**src/rtl/multicycle_alu_controller_pkg.sv**
```systemverilog
// ============================================================================
// Module  : cpu_pkg
// Brief   : Shared encodings for the MIPS-subset multicycle CPU: ALU ops,
//           controller states, opcode/funct values and datapath selects.
// Revision: 1.0 - initial release
// ============================================================================
`default_nettype none

package cpu_pkg;

  // ALU operation codes; the ALU decodes exactly these values.
  localparam logic [3:0] ALU_ADD = 4'b0000;
  localparam logic [3:0] ALU_SUB = 4'b0001;
  localparam logic [3:0] ALU_AND = 4'b0010;
  localparam logic [3:0] ALU_OR  = 4'b0011;
  localparam logic [3:0] ALU_XOR = 4'b0100;
  localparam logic [3:0] ALU_SLL = 4'b0101;
  localparam logic [3:0] ALU_SRL = 4'b0110;
  localparam logic [3:0] ALU_SRA = 4'b0111;
  localparam logic [3:0] ALU_LUI = 4'b1110;

  typedef enum logic [3:0] {
    ST_FETCH    = 4'd0,
    ST_DECODE   = 4'd1,
    ST_MEM_ADDR = 4'd2,
    ST_MEM_RD   = 4'd3,
    ST_MEM_WB   = 4'd4,
    ST_MEM_WR   = 4'd5,
    ST_R_EXEC   = 4'd6,
    ST_R_WB     = 4'd7,
    ST_BRANCH   = 4'd8,
    ST_JUMP     = 4'd9,
    ST_I_EXEC   = 4'd10,
    ST_I_WB     = 4'd11,
    ST_ILLEGAL  = 4'd15
  } state_t;

  localparam logic [5:0] OP_RTYPE = 6'h00;
  localparam logic [5:0] OP_J     = 6'h02;
  localparam logic [5:0] OP_BEQ   = 6'h04;
  localparam logic [5:0] OP_BNE   = 6'h05;
  localparam logic [5:0] OP_ADDI  = 6'h08;
  localparam logic [5:0] OP_ANDI  = 6'h0C;
  localparam logic [5:0] OP_ORI   = 6'h0D;
  localparam logic [5:0] OP_XORI  = 6'h0E;
  localparam logic [5:0] OP_LUI   = 6'h0F;
  localparam logic [5:0] OP_LW    = 6'h23;
  localparam logic [5:0] OP_SW    = 6'h2B;

  localparam logic [5:0] FN_SLL = 6'h00;
  localparam logic [5:0] FN_SRL = 6'h02;
  localparam logic [5:0] FN_SRA = 6'h03;
  localparam logic [5:0] FN_ADD = 6'h20;
  localparam logic [5:0] FN_SUB = 6'h22;
  localparam logic [5:0] FN_AND = 6'h24;
  localparam logic [5:0] FN_OR  = 6'h25;
  localparam logic [5:0] FN_XOR = 6'h26;

  localparam logic [1:0] SRCA_PC    = 2'd0;
  localparam logic [1:0] SRCA_REG_A = 2'd1;
  localparam logic [1:0] SRCA_REG_B = 2'd2;

  localparam logic [2:0] SRCB_REG_B   = 3'd0;
  localparam logic [2:0] SRCB_FOUR    = 3'd1;
  localparam logic [2:0] SRCB_SEXT    = 3'd2;
  localparam logic [2:0] SRCB_SEXT_S2 = 3'd3;
  localparam logic [2:0] SRCB_ZEXT    = 3'd4;
  localparam logic [2:0] SRCB_SHAMT   = 3'd5;

  localparam logic [1:0] PCSRC_ALU    = 2'd0;
  localparam logic [1:0] PCSRC_ALUOUT = 2'd1;
  localparam logic [1:0] PCSRC_JUMP   = 2'd2;

  function automatic logic is_shift(input logic [5:0] funct);
    return (funct == FN_SLL) || (funct == FN_SRL) || (funct == FN_SRA);
  endfunction

endpackage

`default_nettype wire

```
**src/rtl/multicycle_alu_controller_if.sv**
```systemverilog
// ============================================================================
// Module  : multicycle_alu_controller_if
// Brief   : Controller <-> datapath/memory bundle. master = controller side.
// Revision: 1.0 - initial release
// ============================================================================
`default_nettype none

interface multicycle_alu_controller_if #(
  parameter int ALU_CTRL_W = 4,
  parameter int STATE_W    = 4
);
  logic [5:0]            opcode;
  logic [5:0]            funct;
  logic                  zero;
  logic                  mem_ready;
  logic                  mem_read;
  logic                  mem_write;
  logic                  iord;
  logic                  ir_write;
  logic                  pc_en;
  logic [1:0]            pc_source;
  logic [1:0]            alu_src_a;
  logic [2:0]            alu_src_b;
  logic [ALU_CTRL_W-1:0] alu_control;
  logic                  reg_dst;
  logic                  mem_to_reg;
  logic                  reg_write;
  logic                  illegal;
  logic [STATE_W-1:0]    dbg_state;

  modport master (
    input  opcode, funct, zero, mem_ready,
    output mem_read, mem_write, iord, ir_write, pc_en, pc_source,
           alu_src_a, alu_src_b, alu_control, reg_dst, mem_to_reg,
           reg_write, illegal, dbg_state
  );

  modport slave (
    output opcode, funct, zero, mem_ready,
    input  mem_read, mem_write, iord, ir_write, pc_en, pc_source,
           alu_src_a, alu_src_b, alu_control, reg_dst, mem_to_reg,
           reg_write, illegal, dbg_state
  );
endinterface

`default_nettype wire

```
**src/rtl/multicycle_alu_controller_alu_op_decoder.sv**
```systemverilog
// ============================================================================
// Module  : alu_op_decoder
// Brief   : Combinational opcode/funct to ALU-op map with unsupported flag.
// Revision: 1.0 - initial release
// ============================================================================
`default_nettype none

module alu_op_decoder
  import cpu_pkg::*;
(
  input  logic [5:0] opcode,
  input  logic [5:0] funct,
  output logic [3:0] alu_op,
  output logic       illegal
);

  always_comb begin
    alu_op  = ALU_ADD;
    illegal = 1'b0;
    case (opcode)
      OP_RTYPE: begin
        case (funct)
          FN_ADD:  alu_op = ALU_ADD;
          FN_SUB:  alu_op = ALU_SUB;
          FN_AND:  alu_op = ALU_AND;
          FN_OR:   alu_op = ALU_OR;
          FN_XOR:  alu_op = ALU_XOR;
          FN_SLL:  alu_op = ALU_SLL;
          FN_SRL:  alu_op = ALU_SRL;
          FN_SRA:  alu_op = ALU_SRA;
          default: illegal = 1'b1;
        endcase
      end
      OP_LW, OP_SW, OP_J, OP_ADDI: alu_op = ALU_ADD;
      OP_BEQ, OP_BNE:              alu_op = ALU_SUB;
      OP_ANDI:                     alu_op = ALU_AND;
      OP_ORI:                      alu_op = ALU_OR;
      OP_XORI:                     alu_op = ALU_XOR;
      OP_LUI:                      alu_op = ALU_LUI;
      default:                     illegal = 1'b1;
    endcase
  end

endmodule

`default_nettype wire

```
**src/rtl/multicycle_alu_controller.sv**
```systemverilog
// ============================================================================
// Module  : multicycle_alu_controller
// Brief   : Moore control FSM sequencing fetch/decode/execute/mem/writeback.
// Revision: 1.0 - initial release
// ============================================================================
`default_nettype none

module multicycle_alu_controller
  import cpu_pkg::*;
#(
  parameter int ALU_CTRL_W = 4,
  parameter int STATE_W    = 4
) (
  input  logic                        clk,
  input  logic                        rst,
  multicycle_alu_controller_if.master bus
);

  state_t     state_q, state_d;
  logic       illegal_q, illegal_d;
  logic [3:0] dec_alu_op;
  logic       dec_illegal;

  logic       mem_read, mem_write, iord, ir_write, pc_en;
  logic       reg_dst, mem_to_reg, reg_write;
  logic [1:0] pc_source, alu_src_a;
  logic [2:0] alu_src_b;
  logic [3:0] alu_control;

  alu_op_decoder u_alu_op_decoder (
    .opcode  (bus.opcode),
    .funct   (bus.funct),
    .alu_op  (dec_alu_op),
    .illegal (dec_illegal)
  );

  always_ff @(posedge clk) begin
    if (rst) begin
      state_q   <= ST_FETCH;
      illegal_q <= 1'b0;
    end else begin
      state_q   <= state_d;
      illegal_q <= illegal_d;
    end
  end

  always_comb begin
    state_d = state_q;
    case (state_q)
      ST_FETCH:    if (bus.mem_ready) state_d = ST_DECODE;
      ST_DECODE: begin
        if (dec_illegal) begin
          state_d = ST_ILLEGAL;
        end else begin
          case (bus.opcode)
            OP_RTYPE:                                   state_d = ST_R_EXEC;
            OP_LW, OP_SW:                               state_d = ST_MEM_ADDR;
            OP_BEQ, OP_BNE:                             state_d = ST_BRANCH;
            OP_J:                                       state_d = ST_JUMP;
            OP_ADDI, OP_ANDI, OP_ORI, OP_XORI, OP_LUI:  state_d = ST_I_EXEC;
            default:                                    state_d = ST_ILLEGAL;
          endcase
        end
      end
      ST_MEM_ADDR: state_d = (bus.opcode == OP_SW) ? ST_MEM_WR : ST_MEM_RD;
      ST_MEM_RD:   if (bus.mem_ready) state_d = ST_MEM_WB;
      ST_MEM_WB:   state_d = ST_FETCH;
      ST_MEM_WR:   if (bus.mem_ready) state_d = ST_FETCH;
      ST_R_EXEC:   state_d = ST_R_WB;
      ST_R_WB:     state_d = ST_FETCH;
      ST_BRANCH:   state_d = ST_FETCH;
      ST_JUMP:     state_d = ST_FETCH;
      ST_I_EXEC:   state_d = ST_I_WB;
      ST_I_WB:     state_d = ST_FETCH;
      ST_ILLEGAL:  state_d = ST_ILLEGAL;
      default:     state_d = ST_ILLEGAL;
    endcase
    illegal_d = illegal_q | (state_d == ST_ILLEGAL);
  end

  // Moore decode; pc_en in FETCH/BRANCH also depends on mem_ready/zero.
  always_comb begin
    mem_read    = 1'b0;
    mem_write   = 1'b0;
    iord        = 1'b0;
    ir_write    = 1'b0;
    pc_en       = 1'b0;
    pc_source   = PCSRC_ALU;
    alu_src_a   = SRCA_PC;
    alu_src_b   = SRCB_REG_B;
    alu_control = ALU_ADD;
    reg_dst     = 1'b0;
    mem_to_reg  = 1'b0;
    reg_write   = 1'b0;
    case (state_q)
      ST_FETCH: begin
        mem_read  = 1'b1;
        alu_src_b = SRCB_FOUR;
        ir_write  = bus.mem_ready;
        pc_en     = bus.mem_ready;
      end
      ST_DECODE:   alu_src_b = SRCB_SEXT_S2;
      ST_MEM_ADDR: begin
        alu_src_a = SRCA_REG_A;
        alu_src_b = SRCB_SEXT;
      end
      ST_MEM_RD: begin
        mem_read = 1'b1;
        iord     = 1'b1;
      end
      ST_MEM_WB: begin
        reg_write  = 1'b1;
        mem_to_reg = 1'b1;
      end
      ST_MEM_WR: begin
        mem_write = 1'b1;
        iord      = 1'b1;
      end
      ST_R_EXEC: begin
        alu_control = dec_alu_op;
        if (is_shift(bus.funct)) begin
          alu_src_a = SRCA_REG_B;
          alu_src_b = SRCB_SHAMT;
        end else begin
          alu_src_a = SRCA_REG_A;
          alu_src_b = SRCB_REG_B;
        end
      end
      ST_R_WB: begin
        reg_write = 1'b1;
        reg_dst   = 1'b1;
      end
      ST_BRANCH: begin
        alu_src_a   = SRCA_REG_A;
        alu_control = ALU_SUB;
        pc_source   = PCSRC_ALUOUT;
        pc_en       = (bus.opcode == OP_BNE) ? ~bus.zero : bus.zero;
      end
      ST_JUMP: begin
        pc_source = PCSRC_JUMP;
        pc_en     = 1'b1;
      end
      ST_I_EXEC: begin
        alu_src_a   = SRCA_REG_A;
        alu_src_b   = (bus.opcode == OP_ADDI) ? SRCB_SEXT : SRCB_ZEXT;
        alu_control = dec_alu_op;
      end
      ST_I_WB:     reg_write = 1'b1;
      default: ;
    endcase
    if (rst) begin
      mem_read  = 1'b0;
      mem_write = 1'b0;
      ir_write  = 1'b0;
      pc_en     = 1'b0;
      reg_write = 1'b0;
    end
  end

  assign bus.mem_read    = mem_read;
  assign bus.mem_write   = mem_write;
  assign bus.iord        = iord;
  assign bus.ir_write    = ir_write;
  assign bus.pc_en       = pc_en;
  assign bus.pc_source   = pc_source;
  assign bus.alu_src_a   = alu_src_a;
  assign bus.alu_src_b   = alu_src_b;
  assign bus.alu_control = ALU_CTRL_W'(alu_control);
  assign bus.reg_dst     = reg_dst;
  assign bus.mem_to_reg  = mem_to_reg;
  assign bus.reg_write   = reg_write;
  assign bus.illegal     = illegal_q;
  assign bus.dbg_state   = STATE_W'(state_q);

endmodule

`default_nettype wire
```
**src/flat_wrapper.sv**
```systemverilog
// flat-port wrapper written by rule: the top's interface ports become plain ports
module multicycle_alu_controller_flat import cpu_pkg::*;
#(
  parameter int ALU_CTRL_W = 4,
  parameter int STATE_W    = 4
)
  (clk, rst, bus_opcode, bus_funct, bus_zero, bus_mem_ready, bus_mem_read, bus_mem_write, bus_iord, bus_ir_write, bus_pc_en, bus_pc_source, bus_alu_src_a, bus_alu_src_b, bus_alu_control, bus_reg_dst, bus_mem_to_reg, bus_reg_write, bus_illegal, bus_dbg_state);
  multicycle_alu_controller_if #(.ALU_CTRL_W(ALU_CTRL_W), .STATE_W(STATE_W)) bus_i ();
  input  logic clk;
  input  logic rst;
  input wire logic [$bits(bus_i.opcode)-1:0] bus_opcode;
  input wire logic [$bits(bus_i.funct)-1:0] bus_funct;
  input wire logic [$bits(bus_i.zero)-1:0] bus_zero;
  input wire logic [$bits(bus_i.mem_ready)-1:0] bus_mem_ready;
  output wire logic [$bits(bus_i.mem_read)-1:0] bus_mem_read;
  output wire logic [$bits(bus_i.mem_write)-1:0] bus_mem_write;
  output wire logic [$bits(bus_i.iord)-1:0] bus_iord;
  output wire logic [$bits(bus_i.ir_write)-1:0] bus_ir_write;
  output wire logic [$bits(bus_i.pc_en)-1:0] bus_pc_en;
  output wire logic [$bits(bus_i.pc_source)-1:0] bus_pc_source;
  output wire logic [$bits(bus_i.alu_src_a)-1:0] bus_alu_src_a;
  output wire logic [$bits(bus_i.alu_src_b)-1:0] bus_alu_src_b;
  output wire logic [$bits(bus_i.alu_control)-1:0] bus_alu_control;
  output wire logic [$bits(bus_i.reg_dst)-1:0] bus_reg_dst;
  output wire logic [$bits(bus_i.mem_to_reg)-1:0] bus_mem_to_reg;
  output wire logic [$bits(bus_i.reg_write)-1:0] bus_reg_write;
  output wire logic [$bits(bus_i.illegal)-1:0] bus_illegal;
  output wire logic [$bits(bus_i.dbg_state)-1:0] bus_dbg_state;
  assign bus_i.opcode = bus_opcode;
  assign bus_i.funct = bus_funct;
  assign bus_i.zero = bus_zero;
  assign bus_i.mem_ready = bus_mem_ready;
  assign bus_mem_read = bus_i.mem_read;
  assign bus_mem_write = bus_i.mem_write;
  assign bus_iord = bus_i.iord;
  assign bus_ir_write = bus_i.ir_write;
  assign bus_pc_en = bus_i.pc_en;
  assign bus_pc_source = bus_i.pc_source;
  assign bus_alu_src_a = bus_i.alu_src_a;
  assign bus_alu_src_b = bus_i.alu_src_b;
  assign bus_alu_control = bus_i.alu_control;
  assign bus_reg_dst = bus_i.reg_dst;
  assign bus_mem_to_reg = bus_i.mem_to_reg;
  assign bus_reg_write = bus_i.reg_write;
  assign bus_illegal = bus_i.illegal;
  assign bus_dbg_state = bus_i.dbg_state;
  multicycle_alu_controller #(.ALU_CTRL_W(ALU_CTRL_W), .STATE_W(STATE_W)) u_core (.clk(clk), .rst(rst), .bus(bus_i));
endmodule
```
**config.mk**
```make
export PLATFORM = sky130hd
export DESIGN_NAME = multicycle_alu_controller_flat
export DESIGN_NICKNAME = d
export VERILOG_FILES = /design/src/rtl/multicycle_alu_controller_pkg.sv /design/src/rtl/multicycle_alu_controller_if.sv /design/src/rtl/multicycle_alu_controller_alu_op_decoder.sv /design/src/rtl/multicycle_alu_controller.sv /design/src/flat_wrapper.sv
export SDC_FILE = /design/constraint.sdc
export NUM_CORES = 1
export LEC_CHECK = 0
export ABC_AREA = 1
export BUFFER_PORTS_ARGS = -buffer_cell sky130_fd_sc_hd__buf_2
export CORE_AREA = 3 3 49 51
export CTS_BUF_LIST = sky130_fd_sc_hd__clkbuf_4 sky130_fd_sc_hd__clkbuf_8
export CTS_CLUSTER_DIAMETER = 100
export DETAILED_ROUTE_END_ITERATION = 10
export DIE_AREA = 0 0 52 54
export PLACE_DENSITY = 0.74
export SKIP_LAST_GASP = 1
export SLEW_MARGIN = 20
export SYNTH_ARGS = -nofsm -noshare
export SYNTH_HDL_FRONTEND = slang
export SYNTH_HIERARCHICAL = 1
export SYNTH_SLANG_ARGS = --single-unit
export TNS_END_PERCENT = 20
```
**constraint.sdc**
```tcl
create_clock -name clk -period 1.9 [get_ports clk]
set_clock_uncertainty 0.15 [all_clocks]
set_input_delay 0.57 -clock clk [delete_from_list [all_inputs] [get_ports clk]]
set_output_delay 0.57 -clock clk [all_outputs]
set_load 0.01 [all_outputs]
```
**Yosys cells after proc, flatten, opt, wreduce, memory -nomap -nowiden**

Index checks and enable logic that the tools add are counted.

- Equality and inequality tests: 29
- Muxes and demuxes: 32
- Bitwise logic cells: 2
- Reductions and logical operators: 16

Operators by type and width:

| cell | count |
|---|---|
| == test 6 bit, second input constant | 7 |
| one-hot mux 4 bit (8 select lines) | 1 |
| == test 6 x 4 -> 1 bit, second input constant | 5 |
| one-hot mux 4 bit (6 select lines) | 1 |
| one-hot mux 3 bit (7 select lines) | 1 |
| == test 4 bit, second input constant | 5 |
| one-hot mux 4 bit (5 select lines) | 1 |
| == test 6 x 2 -> 1 bit, second input constant | 3 |
| == test 4 x 3 -> 1 bit, second input constant | 4 |
| 2-to-1 mux 4 bit | 4 |
| one-hot mux 3 bit (5 select lines) | 1 |
| 2-to-1 mux 1 bit | 14 |
| == test 6 x 3 -> 1 bit, second input constant | 2 |
| zero test 6 bit | 2 |
| OR reduction 10 bit | 1 |
| OR reduction 2 bit | 5 |
| OR reduction 5 bit | 2 |
| 2-to-1 mux 3 bit | 3 |
| == test 4 x 2 -> 1 bit, second input constant | 2 |
| one-hot mux 2 bit (2 select lines) | 2 |
| one-hot mux 4 bit (2 select lines) | 1 |
| OR reduction 8 bit | 1 |
| OR reduction 3 bit | 2 |
| == test 4 x 1 -> 1 bit, second input constant | 1 |
| other kinds (7) | 8 |

- Flip-flop bits (word level): 5
- Input bits: 16
- Output and inout bits: 24
- Logic and storage cells: 81

**Depth between registers and ports, before layout**

- Depth after elaboration: 8
- Gate-level depth with buffers: 15
- Depth with buffers taken out: 15

**Hierarchy**

Netlist, hierarchy kept.

By module, submodules not included:

| module | times used | cells each | area each (µm²) | seq. area each (µm²) |
|---|---|---|---|---|
| multicycle_alu_controller | 1 | 133 | 676.9 | 100.1 |
| alu_op_decoder | 1 | 57 | 277.8 | 0.0 |

**Worst setup path before layout**

OpenSTA, ideal clock, no wires.

- Kind: input -> output
- Start: input bus_funct[3]
- End: output bus_alu_src_b[0]
- Arrival time: 1360 ps
- Data required time: 1180 ps
- Path slack: -180 ps
- Stages: 5
- Path buffers: 0
- Cells stage by stage: nor4_1 > o21ai_0 > nor2_1 > inv_1 > o21ai_0

- Cells in the longest elaborated chain, start to end: 5
- Elaborated cells on any way between the ends: 7
- Those cells by class: eq/ne: 2; mux: 2; reduce/logical: 3

Ends and longest elaborated chain:

| item | RTL line | text |
|---|---|---|
| start, declared | flat_wrapper.sv:12 | `input wire logic [$bits(bus_i.funct)-1:0] bus_funct;` |
| == test 6 x 2 -> 1 bit / zero test 6 bit (equally long branches) | multicycle_alu_controller_pkg.sv:75 | `return (funct == FN_SLL) \|\| (funct == FN_SRL) \|\| (funct == FN_SRA);` |
| logical OR 1 bit | multicycle_alu_controller_pkg.sv:75 |  |
| logical OR 1 bit * | multicycle_alu_controller_pkg.sv:75 |  |
| 2-to-1 mux 3 bit * | multicycle_alu_controller.sv:121 | `if (is_shift(bus.funct)) begin` |
| one-hot mux 3 bit (5 select lines) * | multicycle_alu_controller.sv:95 | `case (state_q)` |
| end, declared | flat_wrapper.sv:22 | `output wire logic [$bits(bus_i.alu_src_b)-1:0] bus_alu_src_b;` |

Mark *: on every way between the ends. The rest lies on a longest branch, timed or not.

**Worst setup path after layout**

- Start: input bus_funct[4]
- End: output bus_alu_control[1]

- Cells in the longest elaborated chain, start to end: 4
- Elaborated cells on any way between the ends: 10
- Those cells by class: eq/ne: 6; mux: 3; reduce/logical: 1

Ends and longest elaborated chain:

| item | RTL line | text |
|---|---|---|
| == test 6 x 2 -> 1 bit, or another cell as far along | multicycle_alu_controller_alu_op_decoder.sv:22 | `case (funct)` |
| one-hot mux 3 bit (7 select lines) * | multicycle_alu_controller_alu_op_decoder.sv:22 |  |
| one-hot mux 4 bit (6 select lines) * | multicycle_alu_controller_alu_op_decoder.sv:20 | `case (opcode)` |
| via u_core.dec_alu_op[1] | multicycle_alu_controller.sv:21 | `logic [3:0] dec_alu_op;` |
| one-hot mux 4 bit (2 select lines) * | multicycle_alu_controller.sv:95 |  |
| end, declared | flat_wrapper.sv:23 | `output wire logic [$bits(bus_i.alu_control)-1:0] bus_alu_control;` |

Mark *: on every way through the listed nets, which the timed path passes. The rest lies on a longest branch.

==> metrics.cfg <==
[layout]
seq_area_um2=106
multi_input_area_um2=783
fill_cells=132
diodes=0
nets=293
drive_above_1_share_pct=49.3
area_growth_pct=74.4
final_cells=303

[logic_synthesis]
synth_area_leader_cell=nand2_1
synth_top_area_share_pct=18.5
synthCells=190
ys_seq_area_share_pct=10.5
yosysWarnings=6
synth.area.top_cells=nand2_1 (18%), nor2_1 (13%), dfxtp_1 (10%)
synth_area_per_cell_um2=5.02
ys_ff_latch=5
yosys.cell_types.count=24
syn-num-nets=206
synth.cell_area_um2=955

[worst_hold_path]
hold_path.startpoint=u_core/bus.illegal$_SDFF_PP0_
hold_class=reg -> reg
whs_path_depth=2
holdPathEnd=u_core/bus.illegal$_SDFF_PP0_

[timing]
worst_hold_slack_ps=312
tns_ps=-4050
fmax_mhz=434
timing.final.crit_share_pct=121
rsz0062_at_grt=true
worst_pin_slew_ps=274
drv_slew=0
worst_slew_margin_rel_pct=81.6
worst_slack_ps=-402
finalSetupViolCount=22
final_hold_viol_count=0
period_minus_slack_ps=2300

[worst_setup_path]
path_buf_inv=3
timing.rr.end=u_core/bus.illegal$_SDFF_PP0_
rrSetupSlack_ps=230
worst-setup-path-type=in -> out
worstReg2RegStart=u_core/bus.dbg_state[0]$_SDFF_PP0_
rr_worst_depth=9
cp_top_family=simple AND/OR/NAND/NOR gates
critical_path_arrival_ps=1580
required_ps=1180
cp_max_fo=3
cp-end-kind=output pin
startpoint_type=input port
slowest_delay_ps=180
cp_slowest_cell=nor2_2
worstPathCellList=buf_4 > nor2_2 > nand2_1 > o21ai_1 > nand2_1 > o21ai_1 > inv_1 > nor2_1 > buf_2

[cts]
cts_sinks=5
clockRootBuffer=clkbuf_4
cts_tree=done
cts_htree_levels=1
clockBufferDepth=2
postCtsHoldBufs=0
cts_buffers=3
clk_latency_ps=230
clkTransAtPathRegs_ps=40

[global_routing]
gr-total-overflow=0
grt_usage_pct=28.8
antenna_found_initial=0
grt_pass1_vias=1529
grt_pass1_wl_um=6220
grt_start_max_net_pins=11

[pwr]
finalPower_w=0.00141
power_leakage_nw=0.910
seqPwrFrac_pct=15.1
p_comb_share_pct=75.6
swShare_pct=49.4
clock_power_share_pct=9.3
ir_worst_vdd_uv=1210
p_sw_w=0.000696
internal_power_w=0.000712
powerDensity_nw_per_um2=846

[status]
status=finished with violations
violations=negative setup slack

[routing]
viasPerCell=5.19
firstDrtPassIters=4
routedWlPerCell_um=12.7
route.detailed.drc=0
wl_um=3840
drt_iter0_markers=45
drtAntennaViolNets=0
via_count=1574

[placed_design]
portBuffers=39
hpwl_um=2760
gp_congestion=0.877
place_inst=289
post-place-ws_ps=-348

[floorplan]
io_pins=40
dieWidth_um=52
fp.dieH_um=54
die_area_um2=2810
coreArea_um2=1980
start_util_pct=48.2
rows=16

[job]
cap_violations=0

## power by group through the flow
stage               Clock [W]  Sequential [W]  Combinational (W)
floorplan                   0        0.000224           0.000495
global placement            0        0.000196           0.000953
detailed placement          0        0.000201           0.000976
CTS                  0.000135        0.000208            0.00102
global route         0.000147        0.000218            0.00117
finish               0.000131        0.000213            0.00106
## per-layer routing
metal,share of wire (%),up-vias,track usage [%]
li1,-,776,-
met1,39,718,32.0
met2,53,66,54.2
met3,5.6,14,4.43
met4,2.3,0,11.4
met5,0,-,0
## logic make-up after synthesis
group	Yosys count	synth area share (%)
AND/OR/NAND/NOR	124	60.7
flip-flops	5	10.5
AO/OA/AOI/OAI	22	13.5
buffers and inverters	39	15.3
## Yosys cell counts
master,number
nand2_1,47
nor2_1,33
inv_1,26
nand3_1,20
inv_2,11
nor2_2,8
o21ai_0,6
a21oi_1,5
dfxtp_1,5
nand4_1,4
nor2_4,4
o21ai_1,4
a31oi_1,3
nor3_1,3
a21oi_2,2
and2_1,1
buf_1,1
clkinv_1,1
nand2_2,1
nand3_4,1
nand3b_1,1
nor4_1,1
o21ai_2,1
o221ai_1,1
## layout by cell type, fill, tap and decap left out, drive strengths merged
master,instances
a21oi,7
a31oi,3
and2,1
buf,83
clkbuf,4
clkinv,1
dfxtp,5
inv,37
nand2,48
nand3,21
nand3b,1
nand4,4
nor2,45
nor3,3
nor4,1
o21ai,11
o221ai,1
## registers in the layout, summed over array words and instances (netlist names)
register              cells
u_core/bus.illegal        1
u_core/bus.dbg_state      4
## how the worst max path moves through the flow
stage	from	endpoint	slack [ps]	depth (start not counted)
floorplan	bus_opcode[5]	bus_pc_en	-80	5
global placement	bus_opcode[5]	bus_pc_en	-290	8
detailed placement	bus_funct[2]	bus_alu_control[1]	-350	10
CTS	bus_opcode[4]	bus_pc_en	-280	7
global route	bus_funct[4]	bus_alu_control[1]	-470	9
finish	bus_funct[4]	bus_alu_control[1]	-400	9
## worst reg2reg max path, stage by stage, from the launching register on
cell	delay, ps
dfxtp_1	430
buf_4	170
nor2_4	50
buf_4	150
nand2_1	80
nor2_1	60
nor3_1	260
nand2_1	90
nand2_1	80
a21oi_2	50
## cell type report
type / count / share of cell area, %
Sequential cell: 5 / 6.39
Inverter: 38 / 8.56
Tap cell: 27 / 2.03
Clock buffer: 4 / 1.80
Timing Repair Buffer: 83 / 34.2
Multi-Input combinational cell: 146 / 47.0
## timing repair
item,CTS,global route
gates cloned,0,0
pin swaps,11,7
resized for setup,21,17
setup buffers,9,1
setup endpoints to repair,19,23
## stage by stage
step,utilization [%],area (um^2)
global route,84.0,1670
floorplan,-,965
detailed placement,72.9,1450
finish,84.0,1670
global placement,72.9,1450
CTS,81.1,1610
Note: power is estimated with default switching activity, not from simulation.
